==> src/rtl/cmd_pkg.sv <==
// ============================================================================
//  Module   : cmd_pkg
//  Purpose  : Shared definitions for the command-frame path: FSM state
//             encoding, CRC-8 initial value and the default CRC polynomial.
//             Also imported by the host-side frame builder.
//  Revision : 1.0  - initial release
// ============================================================================
`default_nettype none

package cmd_pkg;

    // Receiver FSM: IDLE holds no bytes, COLLECT holds 1..FRAME_BYTES-1 bytes.
    typedef enum logic [0:0] {
        ST_IDLE    = 1'b0,
        ST_COLLECT = 1'b1
    } state_t;

    localparam logic [7:0] c_CRC_INIT         = 8'h00;
    localparam logic [7:0] c_CRC_POLY_DEFAULT = 8'h07;

endpackage : cmd_pkg

`default_nettype wire

==> src/rtl/crc8_byte.sv <==
// ============================================================================
//  Module   : crc8_byte
//  Purpose  : Combinational CRC-8 update over one byte, MSB-first,
//             no reflection, no final XOR.
//  Ports    : crc_in  - running CRC before this byte
//             data    - byte to fold in
//             poly    - generator polynomial (implicit x^8 term)
//             crc_out - running CRC after this byte
//  Revision : 1.0  - initial release
// ============================================================================
`default_nettype none

module crc8_byte (
    input  logic [7:0] crc_in,
    input  logic [7:0] data,
    input  logic [7:0] poly,
    output logic [7:0] crc_out
);

    logic [7:0] w_crc;

    always_comb begin
        w_crc = crc_in ^ data;
        for (int i = 0; i < 8; i++) begin
            if (w_crc[7]) begin
                w_crc = {w_crc[6:0], 1'b0} ^ poly;
            end else begin
                w_crc = {w_crc[6:0], 1'b0};
            end
        end
        crc_out = w_crc;
    end

endmodule : crc8_byte

`default_nettype wire

==> src/rtl/cmd_frame_assembler.sv <==
// ============================================================================
//  Module   : cmd_frame_assembler
//  Purpose  : Assembles toggle-qualified bytes into fixed-length command
//             frames, checks the trailing CRC-8 byte and discards partial
//             frames that stall for TIMEOUT_CYCLES.
//  Ports    : clk, reset        - clock, synchronous active-high reset
//             en                - accept enable
//             in_byte           - data byte, valid when byte_finished toggles
//             byte_finished     - toggle strobe, one level change per byte
//             crc_en            - CRC check enable (crc_ok forced 1 when low)
//             frame, cmd, crc   - last completed frame and its first/last byte
//             crc_ok            - CRC verdict of the last completed frame
//             frame_finished    - toggles once per completed frame
//             frame_valid       - one-cycle pulse per completed frame
//             timeout           - one-cycle pulse when a partial is discarded
//             byte_index        - bytes held in the partial frame
//             crc_err_cnt       - saturating count of CRC failures
//  Revision : 1.0  - initial release
// ============================================================================
`default_nettype none

module cmd_frame_assembler
    import cmd_pkg::*;
#(
    parameter int          FRAME_BYTES    = 4,
    parameter int          TIMEOUT_CYCLES = 1024,
    parameter logic [7:0]  CRC_POLY       = c_CRC_POLY_DEFAULT
) (
    input  logic                       clk,
    input  logic                       reset,
    input  logic                       en,
    input  logic [7:0]                 in_byte,
    input  logic                       byte_finished,
    input  logic                       crc_en,
    output logic [FRAME_BYTES*8-1:0]   frame,
    output logic [7:0]                 cmd,
    output logic [7:0]                 crc,
    output logic                       crc_ok,
    output logic                       frame_finished,
    output logic                       frame_valid,
    output logic                       timeout,
    output logic [2:0]                 byte_index,
    output logic [7:0]                 crc_err_cnt
);

    localparam int              c_SHADOW_N  = FRAME_BYTES - 1;
    localparam int              c_TW        = (TIMEOUT_CYCLES > 1) ? $clog2(TIMEOUT_CYCLES) : 1;
    localparam int              c_TO_LAST_I = (TIMEOUT_CYCLES > 0) ? TIMEOUT_CYCLES - 1 : 0;
    localparam logic [c_TW-1:0] c_TO_LAST   = c_TW'(c_TO_LAST_I);
    localparam bit              c_TO_EN     = (TIMEOUT_CYCLES != 0);
    localparam logic [2:0]      c_LAST_IDX  = 3'(FRAME_BYTES - 1);

    state_t                     r_state;
    logic [2:0]                 r_byte_index;
    logic [7:0]                 r_crc;
    logic [7:0]                 r_shadow [c_SHADOW_N];
    logic [FRAME_BYTES*8-1:0]   r_frame;
    logic                       r_crc_ok;
    logic                       r_frame_finished;
    logic                       r_frame_valid;
    logic                       r_timeout;
    logic [7:0]                 r_crc_err_cnt;
    logic [c_TW-1:0]            r_to_cnt;
    logic                       r_prev_finished;

    logic                       w_byte_evt;
    logic                       w_last;
    logic                       w_to_expire;
    logic                       w_crc_match;
    logic [7:0]                 w_crc_next;
    logic [FRAME_BYTES*8-1:0]   w_frame_next;

    // Toggles seen while en=0 are absorbed because r_prev_finished keeps
    // tracking byte_finished regardless of en.
    assign w_byte_evt  = en && (byte_finished != r_prev_finished);
    assign w_last      = (r_byte_index == c_LAST_IDX);
    // A byte event on the expiry cycle takes priority over the timeout.
    assign w_to_expire = c_TO_EN && (r_state == ST_COLLECT) && en && !w_byte_evt
                         && (r_to_cnt == c_TO_LAST);
    assign w_crc_match = (r_crc == in_byte) || !crc_en;

    crc8_byte u_crc8 (
        .crc_in  (r_crc),
        .data    (in_byte),
        .poly    (CRC_POLY),
        .crc_out (w_crc_next)
    );

    // Completed frame: shadow byte 0 lands in the MSBs, the live CRC byte in the LSBs.
    always_comb begin
        w_frame_next = '0;
        for (int i = 0; i < c_SHADOW_N; i++) begin
            w_frame_next[(FRAME_BYTES-1-i)*8 +: 8] = r_shadow[i];
        end
        w_frame_next[7:0] = in_byte;
    end

    always_ff @(posedge clk) begin
        if (reset) begin
            r_state          <= ST_IDLE;
            r_byte_index     <= '0;
            r_crc            <= c_CRC_INIT;
            for (int i = 0; i < c_SHADOW_N; i++) begin
                r_shadow[i] <= '0;
            end
            r_frame          <= '0;
            r_crc_ok         <= 1'b0;
            r_frame_finished <= 1'b0;
            r_frame_valid    <= 1'b0;
            r_timeout        <= 1'b0;
            r_crc_err_cnt    <= '0;
            r_to_cnt         <= '0;
            r_prev_finished  <= byte_finished;
        end else begin
            r_prev_finished <= byte_finished;
            r_frame_valid   <= 1'b0;
            r_timeout       <= 1'b0;

            // Non-final bytes go to the slot addressed by the current index.
            if (w_byte_evt && !w_last) begin
                for (int i = 0; i < c_SHADOW_N; i++) begin
                    if (r_byte_index == 3'(i)) begin
                        r_shadow[i] <= in_byte;
                    end
                end
            end

            case (r_state)
                ST_IDLE: begin
                    r_to_cnt <= '0;
                    if (w_byte_evt) begin
                        r_crc        <= w_crc_next;
                        r_byte_index <= 3'd1;
                        r_state      <= ST_COLLECT;
                    end
                end

                ST_COLLECT: begin
                    if (w_byte_evt) begin
                        r_to_cnt <= '0;
                        if (w_last) begin
                            r_frame          <= w_frame_next;
                            r_crc_ok         <= w_crc_match;
                            r_frame_finished <= ~r_frame_finished;
                            r_frame_valid    <= 1'b1;
                            if (!w_crc_match && (r_crc_err_cnt != 8'hFF)) begin
                                r_crc_err_cnt <= r_crc_err_cnt + 8'd1;
                            end
                            r_crc        <= c_CRC_INIT;
                            r_byte_index <= '0;
                            r_state      <= ST_IDLE;
                        end else begin
                            r_crc        <= w_crc_next;
                            r_byte_index <= r_byte_index + 3'd1;
                        end
                    end else if (w_to_expire) begin
                        r_crc        <= c_CRC_INIT;
                        r_byte_index <= '0;
                        r_to_cnt     <= '0;
                        r_timeout    <= 1'b1;
                        r_state      <= ST_IDLE;
                    end else if (en && c_TO_EN) begin
                        r_to_cnt <= r_to_cnt + 1'b1;
                    end
                end
            endcase
        end
    end

    assign frame          = r_frame;
    assign cmd            = r_frame[FRAME_BYTES*8-1 -: 8];
    assign crc            = r_frame[7:0];
    assign crc_ok         = r_crc_ok;
    assign frame_finished = r_frame_finished;
    assign frame_valid    = r_frame_valid;
    assign timeout        = r_timeout;
    assign byte_index     = r_byte_index;
    assign crc_err_cnt    = r_crc_err_cnt;

endmodule : cmd_frame_assembler

`default_nettype wire
==> config.mk <==
export PLATFORM = sky130hd
export DESIGN_NAME = cmd_frame_assembler
export DESIGN_NICKNAME = d
export VERILOG_FILES = /design/src/rtl/cmd_pkg.sv /design/src/rtl/crc8_byte.sv /design/src/rtl/cmd_frame_assembler.sv
export SDC_FILE = /design/constraint.sdc
export NUM_CORES = 1
export LEC_CHECK = 0
export ABC_CLOCK_PERIOD_IN_PS = 2200
export CAP_MARGIN = 20
export CORE_MARGIN = 2
export CORE_UTILIZATION = 51
export DETAILED_ROUTE_END_ITERATION = 16
export PLACE_DENSITY = 0.77
export SLEW_MARGIN = 20
export SYNTH_ARGS = -nofsm -noshare
export SYNTH_HDL_FRONTEND = slang
export SYNTH_SLANG_ARGS = --single-unit
==> constraint.sdc <==
create_clock -name clk -period 2.2 [get_ports clk]
set_input_delay 0.44 -clock clk [delete_from_list [all_inputs] [get_ports clk]]
set_output_delay 0.44 -clock clk [all_outputs]
set_load 0.01 [all_outputs]
==> run_results.csv, run 1 <==
group,metric,value,unit
outcome,status,"complete, no violations",
sta,post-route-period-util,93.4,%
floorplanning,core_area,7250,µm²
worst_setup_path,cp_cell_sequence,"clkdlybuf4s50_1 > xor2_1 > inv_1 > ha_1 > nand3_1 > o31ai_2 > buf_4 > nor4_1 > xnor2_1 > nor2_1",
clocking,cts_buffers,9,
routing,vias,3021,
clocking,cts_setup_buffers,0,
clocking,cts_tree,"yes",
synthesis,ys_types,38,
place,placed_area,4850,µm²
clocking,root_buffer,"clkbuf_8",
sta,tightest_slew,0.487,ns
synthesis,yosys.area.top_type,"dfxtp_1",
synthesis,synthCells,400,
synthesis,synth_most_common_cell,"nand2_1",
clocking,cts_resized,0,
power_and_ir_drop,vdd_ir_drop_max,0.453,mV
worst_setup_path,cp.arrival,2.29,ns
synthesis,yosysWarnings,0,
worst_setup_path,crit_slowest_cell,"clkdlybuf4s50_1",
routing,totalWireLength,8.23,mm
sta,slew_headroom,67.5,%
routing,ant_nets,0,
finish,register_area,2060,µm²
finish,fillers,583,
clocking,postCtsHoldBufs,0,
worst_setup_path,cp_max_fo,9,
sta,slew_viol_final,0,
synthesis,synthTopCellsByCount,"nand2_1 (87), dfxtp_1 (67), a21oi_1 (43)",
finish,utilization,69.5,%
clocking,clock-sinks,91,
worst_hold_path,hp-class,"register to register",
finish,num_antenna_cells,0,
worst_setup_path,required,2.44,ns
power_and_ir_drop,p_per_area,674,nW/µm²
finish,finish.instance_area,5040,µm²
synthesis,synth_area_leaders,"dfxtp_1 (35%), edfxtp_1 (19%), nand2_1 (8.5%)",
routing,drtIter0Drc,165,
worst_setup_path,endpoint_kind,"register",
synthesis,ys_dominant_reg_cell,"dfxtp_1",
place,port_buffers,75,
power_and_ir_drop,p_leak,0.00179,µW
synthesis,yosysTopAreaCellShare,35.0,%
synthesis,ys_ff_latch,91,
routing,wl_per_cell,13.9,µm
worst_setup_path,critical_path.top_delay_family,"buffers and inverters",
floorplanning,die-area,8220,µm²
worst_setup_path,slowest_delay,0.49,ns
grt,grt_pass1_wl,13.6,mm
clocking,cts_max_level,3,
grt,grt_max_degree,35,
synthesis,netlist_area,3830,µm²
grt,antenna_found_initial,0,
synthesis,synth_nets,422,
run,drv_cap,0,
grt,overflow,0,
sta,clock.fmax,0.486,GHz
sta,finalCriticalPeriod,2.06,ns
synthesis,syn_area_per_cell,9.57,µm²
floorplanning,pin_count,76,
grt,track_usage,20.7,%
sta,final-hold-violation-count,0,
place,gp_congestion,0.778,
floorplanning,die_w,90.6,µm
sta,setup_viol,0,
synthesis,async_reset_ff_share,0,%
finish,multi_input_area,1550,µm²
worst_setup_path,worstSetupStartpointType,"input port",
routing,vias_per_cell,5.09,
routing,drc,0,
sta,fin_skew,0.0105,ns
floorplanning,initial_utilization,52.8,%
clocking,clockBufferDepth,2,
floorplanning,die_h,90.6,µm
worst_setup_path,path_class,"input port to register",
synthesis,yosysSeqAreaShare,53.9,%
synthesis,synth_edf_count,24,
worst_setup_path,critPathBufInv,3,
grt,grt_pass1_vias,2929,
routing,first_pass_iters,5,
floorplanning,rows,31,
finish,area_growth,31.7,%
sta,rsz0062_at_grt,"no",
finish,drive_gt1_share,11.7,%
clocking,worstSkewPairLatency,0.36,ns
place,hpwl,6.03,mm
clocking,path_clk_slew,0.09,ns
finish,nets,512,
[cells by family (layout without fill, tap and decap cells)]
logic type                 after synthesis  count (layout)  synth area share [%]
AOI/OAI and AO/OA                       57              57                  8.73
xor gates and xnor gates                38              38                  9.25
adders and majority gates                9               9                  2.94
buffers and inverters                   40             135                  5.69
DFF                                     91              91                  53.9
muxes                                    1               1                 0.261
and+or+nand+nor                        164             164                  19.3
[through the flow]
| stage | std cells | setup TNS, ns | hold WS, ns | setup WS [ns] | total power, µW |
|---|---|---|---|---|---|
| after floorplan | 400 | 0 | 0.443 | 0.283 | 2150 |
| after global placement | 578 | -6.61 | 0.444 | -0.171 | 2340 |
| after detailed placement | 578 | -9.04 | 0.448 | -0.247 | 2350 |
| after CTS | 594 | 0 | 0.460 | 0.124 | 3420 |
| after global routing | 594 | 0 | 0.492 | 0.000172 | 3560 |
| final | 594 | 0 | 0.459 | 0.144 | 3400 |
[flip-flops by register name, summed over array words and instances (netlist names)]
name             count
frame_valid          1
frame               24
byte_index           3
r_shadow            24
r_to_cnt            10
crc_err_cnt          8
cmd                  8
frame_finished       1
r_crc                8
r_state              1
timeout              1
crc_ok               1
r_prev_finished      1
[power by group]
group | total, µW | internal [µW] | switching [µW]
sequential | 1810 | 1780 | 36.4
clock | 1090 | 486 | 600
combinational | 500 | 271 | 228
total | 3400 | 2530 | 865
[final timing paths]
path | startpoint | end | slack, ns | depth (start not counted)
setup / recovery | in_byte[7] | crc_err_cnt[5] | 0.14 | 10
setup reg to reg | byte_index[0] | crc_err_cnt[6] | 0.31 | 6
hold / removal | frame[23] | frame[23] | 0.46 | 2
hold reg to reg | frame[23] | frame[23] | 0.46 | 2
[layer usage]
layer,up-vias,GRT usage [%],share of wire [%]
met5,-,0,0
met4,0,8.97,1.9
met3,13,3.17,3.9
met2,66,38.3,53
met1,1439,23.4,41
li1,1503,-,-
[layout by cell type (no fill, tap or decap), drive strengths merged, types with 3 or more instances in the layout]
master         netlist  layout
buf                 20      38
nand3               14      14
a21o                 3       3
nor3                 9       9
inv                  7      10
ha                   9       9
nand2               87      87
xnor2               26      26
and2                 9       9
xor2                11      11
clkdlybuf4s50        0      74
clkbuf              13      10
nand4                4       4
nor2                25      25
dfxtp               67      67
a21oi               43      43
nor4                 3       3
edfxtp              24      24
nor3b                4       4
[area by class of cell]
type	instances	share of cell area [%]
inverters	7	0.521
multi-input cells	269	30.8
well taps	99	2.46
clock inverters	6	0.868
clock buffers	10	2.95
repair buffers	112	21.5
flip-flops and latches	91	40.9
[worst reg2reg max path: stages (launching register included)]
cell and delay, ns:
dfxtp_1 0.43, ha_1 0.26, and3b_1 0.20, o2111ai_1 0.24
nor4_1 0.42, xnor2_1 0.16, nor2_1 0.06
Power figures use the tool's default switching activity.
==> inputs of run 2 (changes only) <==
--- a/config.mk
+++ b/config.mk
@@ -6,11 +6,11 @@
 export NUM_CORES = 1
 export LEC_CHECK = 0
 export ABC_CLOCK_PERIOD_IN_PS = 2200
-export CAP_MARGIN = 20
-export CORE_MARGIN = 2
-export CORE_UTILIZATION = 51
+export CAP_MARGIN = 40
+export CORE_MARGIN = 3
+export CORE_UTILIZATION = 35
 export DETAILED_ROUTE_END_ITERATION = 16
-export PLACE_DENSITY = 0.77
+export PLACE_DENSITY = 0.56
 export SLEW_MARGIN = 20
 export SYNTH_ARGS = -nofsm -noshare
 export SYNTH_HDL_FRONTEND = slang
==> run 2 against run 1 <==
Clock power is essentially flat. Global-route usage shrank 6.3 points. Worst hold slack lost 0.0025 ns. Count of clock-buffer cells in the layout grew 1. Maximum frequency grew 0.35%. Critical path depth is the same. Non-clock buffer count grew 5. Combinational power grew 1%. Highest routed layer unchanged.
==> run_results.csv, run 2 (synthesis gave the netlist of run 1 again) <==
group,metric,value,unit
outcome,status,"complete, no violations",
place,placed_cells,619,
routing,totalWireLength,8.38,mm
floorplanning,pin_count,76,
power_and_ir_drop,power_frac_clock,32.3,%
worst_setup_path,path_class,"input port to register",
grt,track_usage,14.4,%
routing,wl_per_cell,13.2,µm
worst_hold_path,hp-class,"register to register",
place,gp_congestion,0.806,
clocking,postCtsHoldBufs,0,
place,placed_area,4930,µm²
finish,finish.instance_area,5130,µm²
grt,grtUsageMet2,24.6,%
finish,stdcell_count,636,
clocking,worstSkewPairLatency,0.36,ns
finish,drive_gt1_share,12.6,%
worst_setup_path,cp_max_fo,9,
floorplanning,core_area,10500,µm²
worst_setup_path,worstSetupStartpointType,"input port",
power_and_ir_drop,netSwitchingFraction,25.6,%
floorplanning,rows,37,
run,drv_cap,0,
grt,grt_max_degree,35,
clocking,cts_max_level,3,
place,dp_slack,-0.235,ns
sta,slew_headroom,65.9,%
routing,drtIter0Drc,155,
finish,final_common_cell,"nand2_1",
worst_setup_path,slowest_delay,0.51,ns
floorplanning,die-area,12200,µm²
sta,post-route-period-util,93.1,%
power_and_ir_drop,p_leak,0.00181,µW
sta,fin_skew,0.0141,ns
routing,first_pass_iters,4,
routing,vias,2928,
worst_setup_path,endpoint_kind,"register",
finish,num_antenna_cells,0,
sta,setup_ws,0.151,ns
sta,tightest_slew,0.511,ns
clocking,cts_buffers,9,
clocking,cts_tree,"yes",
sta,finalCriticalPeriod,2.05,ns
grt,busiest_layer,"met2",
finish,final_cell_mix,"nand2_1 (87), clkdlybuf4s50_1 (74), dfxtp_1 (67)",
place,hpwl,6.22,mm
grt,grt_pass1_vias,2890,
finish,nets,517,
grt,grt_pass1_wl,14.6,mm
routing,drc,0,
clocking,cts_resized,0,
finish,area_growth,33.9,%
grt,antenna_found_initial,0,
sta,worst_hold_slack,0.457,ns
sta,rsz0062_at_grt,"no",
sta,slew_viol_final,0,
clocking,root_buffer,"clkbuf_8",
worst_setup_path,cp_cell_sequence,"clkdlybuf4s50_1 > xor2_1 > inv_1 > ha_1 > nand3_1 > o31ai_2 > buf_12 > nor4_1 > xnor2_1 > nor2_1",
routing,ant_nets,0,
power_and_ir_drop,vdd_ir_drop_max,0.301,mV
sta,final-hold-violation-count,0,
floorplanning,die_w,111,µm
floorplanning,die_h,111,µm
grt,met1_usage,17.8,%
power_and_ir_drop,intPower,2550,µW
clocking,clockBufferDepth,2,
floorplanning,initial_utilization,36.6,%
power_and_ir_drop,p_switching,877,µW
clocking,clock-sinks,91,
power_and_ir_drop,p_comb_share,14.8,%
grt,met3_usage,3.84,%
grt,overflow,0,
power_and_ir_drop,p_seq_share,52.9,%
sta,setup_viol,0,
routing,vias_per_cell,4.60,
power_and_ir_drop,p_per_area,668,nW/µm²
worst_setup_path,cp.arrival,2.30,ns
sta,clock.fmax,0.488,GHz
place,port_buffers,75,
clocking,path_clk_slew,0.09,ns
worst_setup_path,crit_slowest_cell,"clkdlybuf4s50_1",
worst_setup_path,required,2.45,ns
run 2: area by class of cell:
type                       count  area (µm²)
clock buffer                  11         153
clock inverter                 5        41.3
fill                        1054        5340
inverter                       7        26.3
multi-input combinational    269        1550
sequential                    91        2060
tap                          136         170
timing repair buffer         117        1120
run 2: metal layers:
metal,vias up,part of all wire (%)
met4,0,1.2
met3,11,3.5
met1,1361,46
met5,-,0
li1,1513,-
met2,43,49
run 2: worst max-delay path: cells and delay by family:
kind	cells	cell delay, ns
AOI/OAI and AO/OA	1	0.10
xor gates and xnor gates	2	0.35
adders and majority gates	1	0.18
buffers and inverters	3	0.73
and+or+nand+nor	3	0.49
run 2: path summary, 6_finish.rpt:
check	endpoint	cells past startpoint	slack [ns]	from
setup reg to reg	crc_err_cnt[6]	6	0.31	byte_index[0]
hold reg to reg	frame[15]	2	0.46	frame[15]
setup / recovery	crc_err_cnt[7]	10	0.15	in_byte[7]
hold / removal	frame[15]	2	0.46	frame[15]
run 2: power groups by stage:
stage | clock [µW] | sequential (µW) | combinational, µW
2_1_floorplan | 0 | 1840 | 310
3_3_place_gp | 0 | 1850 | 508
3_5_place_dp | 0 | 1850 | 510
4_1_cts | 1150 | 1810 | 513
5_1_grt | 1220 | 1820 | 565
6_report | 1110 | 1810 | 507
run 2: stage by stage:
stage          setup TNS (ns)  power (µW)  utilization, %
2_1_floorplan               0        2150               -
4_1_cts                     0        3470            48.9
3_3_place_gp            -7.50        2360            47.1
6_report                    0        3430            49.0
3_5_place_dp            -9.10        2360            47.1
5_1_grt                     0        3610            49.0
run 2: timing repair:
item / CTS / global route
endpoints found under the setup margin: 0 / 3
hold endpoints to repair: 0 / 0
buffers inserted: 0 / 1
==> inputs of run 3 (changes only) <==
--- a/config.mk
+++ b/config.mk
@@ -11,6 +11,7 @@
 export CORE_UTILIZATION = 35
 export DETAILED_ROUTE_END_ITERATION = 16
 export PLACE_DENSITY = 0.56
+export REMOVE_ABC_BUFFERS = 1
 export SLEW_MARGIN = 20
 export SYNTH_ARGS = -nofsm -noshare
 export SYNTH_HDL_FRONTEND = slang
==> run 3 against run 2 <==
Cell count increased by 0.16%. Design area increased by 0.34%. Maximum frequency decreased by 1.5%. Highest routed layer unchanged. Worst setup slack worse by 0.032 ns. Largest cell class unchanged. Critical path type unchanged. Worst hold slack hardly changed. Combinational power is 1% higher.
==> run_results.csv, run 3 (synthesis gave the netlist of run 1 again) <==
group,metric,value,unit
floorplanning,rows,37,
routing,drc,0,
floorplanning,die_w,111,µm
sta,final-hold-violation-count,0,
routing,totalWireLength,8.25,mm
power_and_ir_drop,p_per_area,680,nW/µm²
routing,wl_per_cell,13.0,µm
sta,finalCriticalPeriod,2.08,ns
finish,utilization,49.2,%
floorplanning,die-area,12200,µm²
worst_setup_path,cp_cell_sequence,"clkdlybuf4s50_1 > xor2_1 > inv_1 > ha_1 > nand3_1 > o31ai_2 > buf_4 > nor4_1 > xnor2_1 > nor2_1",
worst_setup_path,cp_max_fo,9,
finish,finish.instance_area,5140,µm²
clocking,cts_max_level,3,
power_and_ir_drop,vdd_ir_drop_max,0.339,mV
outcome,status,"complete, no violations",
worst_setup_path,cp.arrival,2.31,ns
worst_setup_path,worstSetupStartpointType,"input port",
power_and_ir_drop,p_leak,0.00183,µW
place,placed_area,4940,µm²
worst_setup_path,endpoint_kind,"register",
routing,first_pass_iters,4,
place,port_buffers,75,
floorplanning,die_h,111,µm
place,gp_congestion,0.804,
sta,post-route-period-util,94.6,%
sta,setup_viol,0,
finish,final_cell_mix,"nand2_1 (87), clkdlybuf4s50_1 (74), dfxtp_1 (67)",
clocking,clockBufferDepth,2,
sta,slew_viol_final,0,
sta,clock.fmax,0.481,GHz
routing,ant_nets,0,
sta,rsz0062_at_grt,"no",
grt,grtUsageMet2,22.5,%
clocking,cts_setup_buffers,0,
grt,grt_pass1_vias,2849,
floorplanning,pin_count,76,
grt,met3_usage,3.84,%
routing,drtIter0Drc,146,
routing,vias_per_cell,4.61,
grt,antenna_found_initial,0,
finish,area_growth,34.4,%
clocking,cts_buffers,9,
finish,num_antenna_cells,0,
sta,slew_headroom,67.0,%
grt,grt_pass1_wl,13.9,mm
grt,track_usage,13.9,%
finish,nets,518,
finish,drive_gt1_share,13.0,%
routing,vias,2938,
worst_setup_path,critPathBufInv,3,
clocking,cts_resized,0,
sta,tightest_slew,0.495,ns
floorplanning,initial_utilization,36.6,%
floorplanning,core_area,10500,µm²
worst_hold_path,hp-class,"register to register",
clocking,root_buffer,"clkbuf_8",
grt,grt_max_degree,35,
clocking,clock-sinks,91,
clocking,cts_tree,"yes",
worst_setup_path,slowest_delay,0.52,ns
worst_setup_path,path_class,"input port to register",
finish,final_common_cell,"nand2_1",
worst_setup_path,critical_path.top_delay_family,"buffers and inverters",
place,hpwl,6.07,mm
grt,met1_usage,18.1,%
clocking,worstSkewPairLatency,0.35,ns
worst_setup_path,required,2.43,ns
clocking,path_clk_slew,0.10,ns
grt,overflow,0,
sta,fin_skew,0.0115,ns
clocking,postCtsHoldBufs,0,
run,drv_cap,0,
worst_setup_path,crit_slowest_cell,"clkdlybuf4s50_1",
grt,busiest_layer,"met2",
[run 3: final cells by class]
cell class / instances / area, µm²
Clock buffer: 9 / 124
Clock inverter: 7 / 80.1
Fill cell: 1018 / 5320
Inverter: 7 / 26.3
Multi-Input combinational cell: 269 / 1550
Sequential cell: 91 / 2060
Tap cell: 136 / 170
Timing Repair Buffer: 118 / 1130
[run 3: worst min-delay path: cells and delay by family (launching register included)]
family          cells  cell delay, ns
simple gates        1            0.05
flops               1            0.32
compound gates      1            0.05
[run 3: power breakdown]
group / switching (µW) / internal (µW) / leakage, µW
registers: 36.1 / 1780 / 0.000792
clock network: 627 / 544 / 0.000103
logic: 231 / 283 / 0.000932
total: 894 / 2600 / 0.00183
[run 3: per-stage QoR]
stage / setup TNS, ns / hold WS, ns / power [µW] / std cells / setup WS [ns]
floorplan: -0.00326 / 0.437 / 2130 / 367 / -0.00326
global placement: -6.48 / 0.444 / 2370 / 621 / -0.210
detailed placement: -8.31 / 0.446 / 2370 / 621 / -0.266
CTS: 0 / 0.460 / 3540 / 637 / 0.121
global route: 0 / 0.479 / 3680 / 637 / 0.0178
finish: 0 / 0.457 / 3500 / 637 / 0.119
[run 3: routing by layer]
metal	vias to the layer above	share of wire [%]
met5	-	0
met4	0	0.98
met3	6	4.0
met2	56	47
met1	1353	48
li1	1523	-
[run 3: path summary, 6_finish.rpt]
path | from | endpoint | slack, ns | cells past startpoint
min reg2reg | frame[14] | frame[14] | 0.46 | 2
max reg2reg | byte_index[1] | crc_err_cnt[2] | 0.30 | 7
min | frame[14] | frame[14] | 0.46 | 2
max | in_byte[7] | crc_err_cnt[5] | 0.12 | 10
